### src/rtl/sub_eq_sched_if.sv
// Sample stream bundle for the equalizer subcarrier scheduler.
//   ival/isop/sub_i/sub_q   : FFT sample stream into the scheduler
//   oval/osop/oindex/osub_* : tagged, 1-cycle delayed stream towards the equalizer
// The slave modport is the scheduler side; master is the FFT source / equalizer sink side.
interface sub_eq_sched_if #(
    parameter int fft_depth = 12
);
    logic                        ival;
    logic                        isop;
    logic signed [fft_depth-1:0] sub_i;
    logic signed [fft_depth-1:0] sub_q;
    logic                        oval;
    logic                        osop;
    logic [1:0]                  oindex;
    logic signed [fft_depth-1:0] osub_i;
    logic signed [fft_depth-1:0] osub_q;

    modport master (
        output ival, isop, sub_i, sub_q,
        input  oval, osop, oindex, osub_i, osub_q
    );

    modport slave (
        input  ival, isop, sub_i, sub_q,
        output oval, osop, oindex, osub_i, osub_q
    );
endinterface

### src/rtl/sub_eq_sched.sv
// Subcarrier scheduler for the receive equalizer.
// Frames each FFT symbol as lower guard / active pilot+data region / upper guard,
// tags every forwarded sample with a carrier class (0 null, 1 data, 2 pilot),
// moves start-of-symbol to the first active carrier, flags short and long
// symbols and counts complete symbols.
// Ports:
//   clk       : system clock
//   rst       : synchronous active-high reset
//   bus       : sample stream in/out (sub_eq_sched_if.slave)
//   sym_cnt   : number of complete symbols, wraps
//   err_short : one-cycle pulse, symbol restarted by isop before it completed
//   err_long  : one-cycle pulse, sample arrived after a complete symbol without isop
//
// state    | meaning
// ---------+------------------------------------------------------------
// IDLE     | no symbol in progress, samples dropped until ival&isop
// GUARD_LO | next sample is a lower guard carrier (oindex 0)
// ACTIVE   | next sample is in the pilot/data region (oindex 2 or 1)
// GUARD_HI | next sample is an upper guard carrier (oindex 0)
// WAIT     | symbol complete, only ival&isop is legal next
module sub_eq_sched #(
    parameter int fft_depth  = 12,
    parameter int n_fft      = 1024,
    parameter int n_guard_lo = 112,
    parameter int step_pilot = 4,
    parameter int n_pilot    = 200
) (
    input  logic          clk,
    input  logic          rst,
    sub_eq_sched_if.slave bus,
    output logic [15:0]   sym_cnt,
    output logic          err_short,
    output logic          err_long
);

    localparam int n_active   = n_pilot * step_pilot;
    localparam int n_guard_hi = n_fft - n_guard_lo - n_active;
    localparam int smp_w      = $clog2(n_fft + 1);
    localparam int grp_w      = $clog2(step_pilot + 1);
    localparam int pil_w      = $clog2(n_pilot + 1);

    // With no lower guard this value is all ones and can never match, which is
    // fine because the symbol then starts directly in ACTIVE.
    localparam logic [smp_w-1:0] smp_glo_last = smp_w'(n_guard_lo - 1);
    localparam logic [smp_w-1:0] smp_last     = smp_w'(n_fft - 1);
    localparam logic [grp_w-1:0] grp_last     = grp_w'(step_pilot - 1);
    localparam logic [pil_w-1:0] pil_last     = pil_w'(n_pilot - 1);

    if (n_guard_hi < 0) begin : g_bad_guard
        $error("sub_eq_sched: n_guard_lo + n_pilot*step_pilot exceeds n_fft");
    end
    if (step_pilot < 2) begin : g_bad_step
        $error("sub_eq_sched: step_pilot must be at least 2");
    end

    typedef enum logic [2:0] {
        S_IDLE,
        S_GUARD_LO,
        S_ACTIVE,
        S_GUARD_HI,
        S_WAIT
    } state_t;

    localparam state_t start_state = (n_guard_lo == 0) ? S_ACTIVE : S_GUARD_LO;
    localparam state_t after_active = (n_guard_hi == 0) ? S_WAIT : S_GUARD_HI;

    state_t           state_q, state_d, cur_state;
    logic [smp_w-1:0] smp_q, smp_d, cur_smp;
    logic [grp_w-1:0] grp_q, grp_d, cur_grp;
    logic [pil_w-1:0] pil_q, pil_d, cur_pil;

    logic       accept;
    logic [1:0] idx_d;
    logic       sop_d;
    logic       es_d;
    logic       el_d;
    logic       done_d;
    logic       done_q;

    // The registered state and counters describe the position of the next
    // sample. An isop sample overrides them with position 0 of a fresh symbol,
    // so the restart sample itself is classified and advanced like any other.
    always_comb begin
        state_d   = state_q;
        smp_d     = smp_q;
        grp_d     = grp_q;
        pil_d     = pil_q;
        cur_state = state_q;
        cur_smp   = smp_q;
        cur_grp   = grp_q;
        cur_pil   = pil_q;
        accept    = 1'b0;
        idx_d     = 2'd0;
        sop_d     = 1'b0;
        es_d      = 1'b0;
        el_d      = 1'b0;

        if (bus.ival) begin
            if (bus.isop) begin
                es_d      = (state_q == S_GUARD_LO) || (state_q == S_ACTIVE) ||
                            (state_q == S_GUARD_HI);
                cur_state = start_state;
                cur_smp   = '0;
                cur_grp   = '0;
                cur_pil   = '0;
            end

            case (cur_state)
                S_IDLE: begin
                    state_d = S_IDLE;
                end
                S_WAIT: begin
                    el_d    = 1'b1;
                    state_d = S_IDLE;
                end
                S_GUARD_LO: begin
                    accept  = 1'b1;
                    smp_d   = cur_smp + 1'b1;
                    grp_d   = '0;
                    pil_d   = '0;
                    state_d = (cur_smp == smp_glo_last) ? S_ACTIVE : S_GUARD_LO;
                end
                S_ACTIVE: begin
                    accept  = 1'b1;
                    smp_d   = cur_smp + 1'b1;
                    idx_d   = (cur_grp == '0) ? 2'd2 : 2'd1;
                    sop_d   = (cur_grp == '0) && (cur_pil == '0);
                    state_d = S_ACTIVE;
                    pil_d   = cur_pil;
                    if (cur_grp == grp_last) begin
                        grp_d = '0;
                        if (cur_pil == pil_last) begin
                            state_d = after_active;
                        end else begin
                            pil_d = cur_pil + 1'b1;
                        end
                    end else begin
                        grp_d = cur_grp + 1'b1;
                    end
                end
                S_GUARD_HI: begin
                    accept  = 1'b1;
                    smp_d   = cur_smp + 1'b1;
                    grp_d   = cur_grp;
                    pil_d   = cur_pil;
                    state_d = (cur_smp == smp_last) ? S_WAIT : S_GUARD_HI;
                end
                default: begin
                    state_d = S_IDLE;
                end
            endcase
        end

        // WAIT is only ever entered on an accepted sample, so this is the
        // last-carrier-of-symbol event.
        done_d = accept && (state_d == S_WAIT);
    end

    always_ff @(posedge clk) begin
        if (rst) begin
            state_q    <= S_IDLE;
            smp_q      <= '0;
            grp_q      <= '0;
            pil_q      <= '0;
            bus.oval   <= 1'b0;
            bus.osop   <= 1'b0;
            bus.oindex <= 2'd0;
            bus.osub_i <= '0;
            bus.osub_q <= '0;
            err_short  <= 1'b0;
            err_long   <= 1'b0;
            done_q     <= 1'b0;
            sym_cnt    <= '0;
        end else begin
            state_q    <= state_d;
            smp_q      <= smp_d;
            grp_q      <= grp_d;
            pil_q      <= pil_d;
            bus.oval   <= accept;
            bus.osop   <= sop_d;
            bus.oindex <= idx_d;
            if (accept) begin
                bus.osub_i <= bus.sub_i;
                bus.osub_q <= bus.sub_q;
            end
            err_short  <= es_d;
            err_long   <= el_d;
            // Count lands one cycle after the last carrier leaves the block.
            done_q     <= done_d;
            if (done_q) begin
                sym_cnt <= sym_cnt + 16'd1;
            end
        end
    end

endmodule

### src/flat_wrapper.sv
// flat-port wrapper written by rule: the top's interface ports become plain ports
module sub_eq_sched_flat 
#(
    parameter int fft_depth  = 12,
    parameter int n_fft      = 1024,
    parameter int n_guard_lo = 112,
    parameter int step_pilot = 4,
    parameter int n_pilot    = 200
)
  (clk, rst, sym_cnt, err_short, err_long, bus_ival, bus_isop, bus_sub_i, bus_sub_q, bus_oval, bus_osop, bus_oindex, bus_osub_i, bus_osub_q);
  sub_eq_sched_if #(.fft_depth(fft_depth)) bus_i ();
  input  logic clk;
  input  logic rst;
  output logic [15:0] sym_cnt;
  output logic err_short;
  output logic err_long;
  input wire logic [$bits(bus_i.ival)-1:0] bus_ival;
  input wire logic [$bits(bus_i.isop)-1:0] bus_isop;
  input wire logic [$bits(bus_i.sub_i)-1:0] bus_sub_i;
  input wire logic [$bits(bus_i.sub_q)-1:0] bus_sub_q;
  output wire logic [$bits(bus_i.oval)-1:0] bus_oval;
  output wire logic [$bits(bus_i.osop)-1:0] bus_osop;
  output wire logic [$bits(bus_i.oindex)-1:0] bus_oindex;
  output wire logic [$bits(bus_i.osub_i)-1:0] bus_osub_i;
  output wire logic [$bits(bus_i.osub_q)-1:0] bus_osub_q;
  assign bus_i.ival = bus_ival;
  assign bus_i.isop = bus_isop;
  assign bus_i.sub_i = bus_sub_i;
  assign bus_i.sub_q = bus_sub_q;
  assign bus_oval = bus_i.oval;
  assign bus_osop = bus_i.osop;
  assign bus_oindex = bus_i.oindex;
  assign bus_osub_i = bus_i.osub_i;
  assign bus_osub_q = bus_i.osub_q;
  sub_eq_sched #(.fft_depth(fft_depth), .n_fft(n_fft), .n_guard_lo(n_guard_lo), .step_pilot(step_pilot), .n_pilot(n_pilot)) u_core (.clk(clk), .rst(rst), .bus(bus_i), .sym_cnt(sym_cnt), .err_short(err_short), .err_long(err_long));
endmodule
### config.mk
export PLATFORM = sky130hd
export DESIGN_NAME = sub_eq_sched_flat
export DESIGN_NICKNAME = d
export VERILOG_FILES = /design/src/rtl/sub_eq_sched_if.sv /design/src/rtl/sub_eq_sched.sv /design/src/flat_wrapper.sv
export SDC_FILE = /design/constraint.sdc
export NUM_CORES = 1
export LEC_CHECK = 0
export BUFFER_PORTS_ARGS = -buffer_cell sky130_fd_sc_hd__buf_2
export CORE_MARGIN = 3
export CORE_UTILIZATION = 56
export CTS_BUF_LIST = sky130_fd_sc_hd__clkbuf_8
export DETAILED_ROUTE_END_ITERATION = 10
export GPL_ROUTABILITY_DRIVEN = 0
export PLACE_DENSITY = 0.87
export SLEW_MARGIN = 20
export SYNTH_ARGS = -nofsm -noshare
export SYNTH_HDL_FRONTEND = slang
export SYNTH_SLANG_ARGS = --single-unit
### constraint.sdc
create_clock -name clk -period 6.4 [get_ports clk]
set_input_delay 1.28 -clock clk [delete_from_list [all_inputs] [get_ports clk]]
set_output_delay 1.28 -clock clk [all_outputs]
set_load 0.1 [all_outputs]
==> results.md <==
* Logic gate share of total power at 15.1%
* Worst EP required at 6.64 ns
* CP max stage delay at 0.36 ns
* Via count at 3010
* Int Pwr at 0.711 mW
* Post-synthesis cell count at 388
* Max-Slew Margin vs Limit at 29.0%
* Top Ports at 74
* Final Skew at 0.00919 ns
* Startpoint type of the worst setup path: input pin
* First-pass GRT wire length at 11.7 mm
* Final setup violating endpoints at 0
* CTS tree: yes
* Clk pwr share at 38.6%
* Hold Buf Count CTS at 0
* Global route overflow at 0
* Worst-skew pair later-pin latency at 0.35 ns
* Final Slew Violations at 0
* Clock Sinks at 72
* Routed vias/inst at 5.71
* Post-DP HPWL at 4.99 mm
* Fmax at 0.357 GHz
* Crit path cell chain: buf_2 > nor2b_1 > ha_1 > and4bb_2 > nand3_1 > nor4bb_1 > a311o_1
* Final std cells w/o fill at 527
* Worst Tran Pin Value at 1.07 ns
* Max Cap Viol at 0
* Area share of the largest cell type after synthesis at 44.1%
* Reg2reg setup slack at 4.51 ns
* DP Cell Count at 511
* Peak VDD IR at 0.000244 V
* I/O Buffers at 73
* Initial antenna violation count at 0
* Sw Pwr at 0.304 mW
* Yosys cell types at 60
* Chip height at 82.4 um
* Worst path top cell family by delay: simple AND/OR/NAND/NOR gates
* Critical setup path kind: in -> reg
* Setup TNS at 0 ns
* H-tree level count at 3
* Initial core utilization at 58.6%
* Crit-path max FO at 30
* Worst path slowest cell: a311o_1
* Top cells by area, synth: dfxtp_1, nand2_1, a21oi_1
* R2R cell count at 6
* Area after DPL at 3620 um2
* Hold Crit Class: reg -> reg
* Hold Vio Cnt, Final at 0
* DRT Wirelength at 7.14 mm
* Hold Path Stages at 2
* Final core utilization at 69.2%
* Syn avg cell area at 8.42 um2
* Avg WL per Cell at 13.6 um
* Cell Pwr Density at 263 nW/um2
* Worst-path clk slew at 0.08 ns
* Total CTS buffers at 9
* Drt pass-1 iters at 4
* Switch share at 30.0%
* Nets@finish at 484
* Share of cells above drive strength 1 at 21.8%
* Syn nets at 422
* CP Buf/Inv Count at 1
* Syn-to-layout area delta at 18.0%
* Die W at 82.4 um
* Non-Filler Cell Area, Final at 3860 um2
* Flop pwr share at 46.2%
* Post_cts resized at 0
* Post-CTS setup buffers at 0
* Asr flop ratio synth at 0%
* Synth Warn # at 0
* Sequential area share after synthesis at 44.1%
* Crit path depth at 7
* CTS root buf: clkbuf_8
* Placement Rows at 27
* Leading area contributor after synthesis: dfxtp_1
* Starting DRC count in detailed routing at 171
* Vias in the first global route at 2770
* Number of synthesized register bits at 72
* Die Footprint at 6790 um2
* Arr. time, crit path at 3.04 ns
* Pin count of the biggest net entering global routing at 61
* Final antenna-violating net count at 0
* Placement-stage worst setup slack at 3.29 ns
* Leak at 1.61 nW
* Diode count at 0
* CTS max path bufs at 2
* Post-synth EDFFs at 0
* RSZ-0062 raised after global routing: false
* Post-Syn Area at 3270 um2
* Final Cycle Share at 43.7%
* DRC violations left at 0
* Minimum clock period at 2.80 ns
* Core area at 5570 um2
* All-layer global routing usage at 22.2%
* Status: finished, final reports clean
* PnR worst setup slack at 3.60 ns
* CP Capture Type: register
* Prevailing post-synth register cell: dfxtp_1
state kept, by name, summed over array words and instances, names as in the netlist, 2 cells and up:
name               flops
u_core.sym_cnt        16
u_core.bus.osub_i     12
u_core.bus.osub_q     12
u_core.smp_q          11
u_core.pil_q           8
u_core.grp_q           3
u_core.state_q         3
u_core.bus.oindex      2
final timing paths:
kind,start,end
setup reg to reg,u_core.smp_q[0],u_core.state_q[0]
hold / removal,u_core.bus.osub_q[6],u_core.bus.osub_q[6]
setup / recovery,bus_isop,u_core.pil_q[4]
hold reg to reg,u_core.bus.osub_q[6],u_core.bus.osub_q[6]
area by class of cell:
class / count / area, um2
clock buffer: 9 / 124
clock inverter: 7 / 95.1
fill: 444 / 1720
inverter: 12 / 45.0
multi-input combinational: 282 / 1700
sequential: 72 / 1440
tap: 72 / 90.1
timing repair buffer: 73 / 365
layer usage:
layer  GRT usage (%)  vias to the layer above  share of wire, %
li1                -                     1501                 -
met1            25.8                     1409                42
met2            38.1                       87                51
met3            6.72                       13               5.9
met4            8.31                        0               1.1
met5               0                        -                 0
placed cells by master, fill, tap and decap left out, types with 3 or more instances in the layout:
master,n
a21o_1,8
a21oi_1,44
a311o_1,3
a41oi_1,3
and2_1,3
and3_1,6
and4_1,3
buf_2,73
clkbuf_8,9
dfxtp_1,72
ha_1,6
inv_1,12
nand2_1,67
nand2b_1,5
nand3_1,11
nand4_1,12
nor2_1,23
nor2b_1,8
nor3_1,4
o21ai_0,11
or3_1,6
or4_1,3
xnor2_1,4
xor2_1,8
worst register-to-register path: stages, from the launching register on:
cell and delay, ns:
dfxtp_1 0.40, nor2b_1 0.20, ha_1 0.20, and4b_2 0.28, nand4b_1 0.14, a31o_1 0.23
a311o_1 0.31
power by group through the flow:
stage | registers (mW) | logic, mW | clock network (mW)
floorplan | 0.557 | 0.0484 | 0
global placement | 0.479 | 0.150 | 0
detailed placement | 0.480 | 0.153 | 0
CTS | 0.470 | 0.153 | 0.400
global route | 0.471 | 0.164 | 0.420
finish | 0.470 | 0.154 | 0.392
cell families (layout without fill, tap and decap cells):
family | Yosys count | after routing | share of synthesized area (%)
AOI/OAI and AO/OA | 92 | 92 | 17.5
xor gates and xnor gates | 12 | 12 | 3.22
adders and majority gates | 6 | 6 | 2.30
buffers and inverters | 34 | 101 | 4.67
DFF | 72 | 72 | 44.1
muxes | 2 | 2 | 0.613
and+or+nand+nor | 170 | 170 | 27.6
cell usage after synthesis, types with 4 or more instances:
cell type  instances
a21o_1             8
a21oi_1           44
and3_1             6
buf_2             10
clkbuf_1           7
dfxtp_1           72
ha_1               6
inv_1             12
nand2_1           67
nand2b_1           5
nand3_1           11
nand4_1           12
nor2_1            23
nor2b_1            8
nor3_1             4
o21ai_0           13
or3_1              6
xnor2_1            4
xor2_1             8
metrics by stage:
stage | hold slack, ns | power [mW]
floorplan | 0.434 | 0.605
global placement | 0.440 | 0.630
detailed placement | 0.444 | 0.632
CTS | 0.455 | 1.02
global route | 0.480 | 1.06
finish | 0.455 | 1.02
Power figures use the tool's default switching activity.
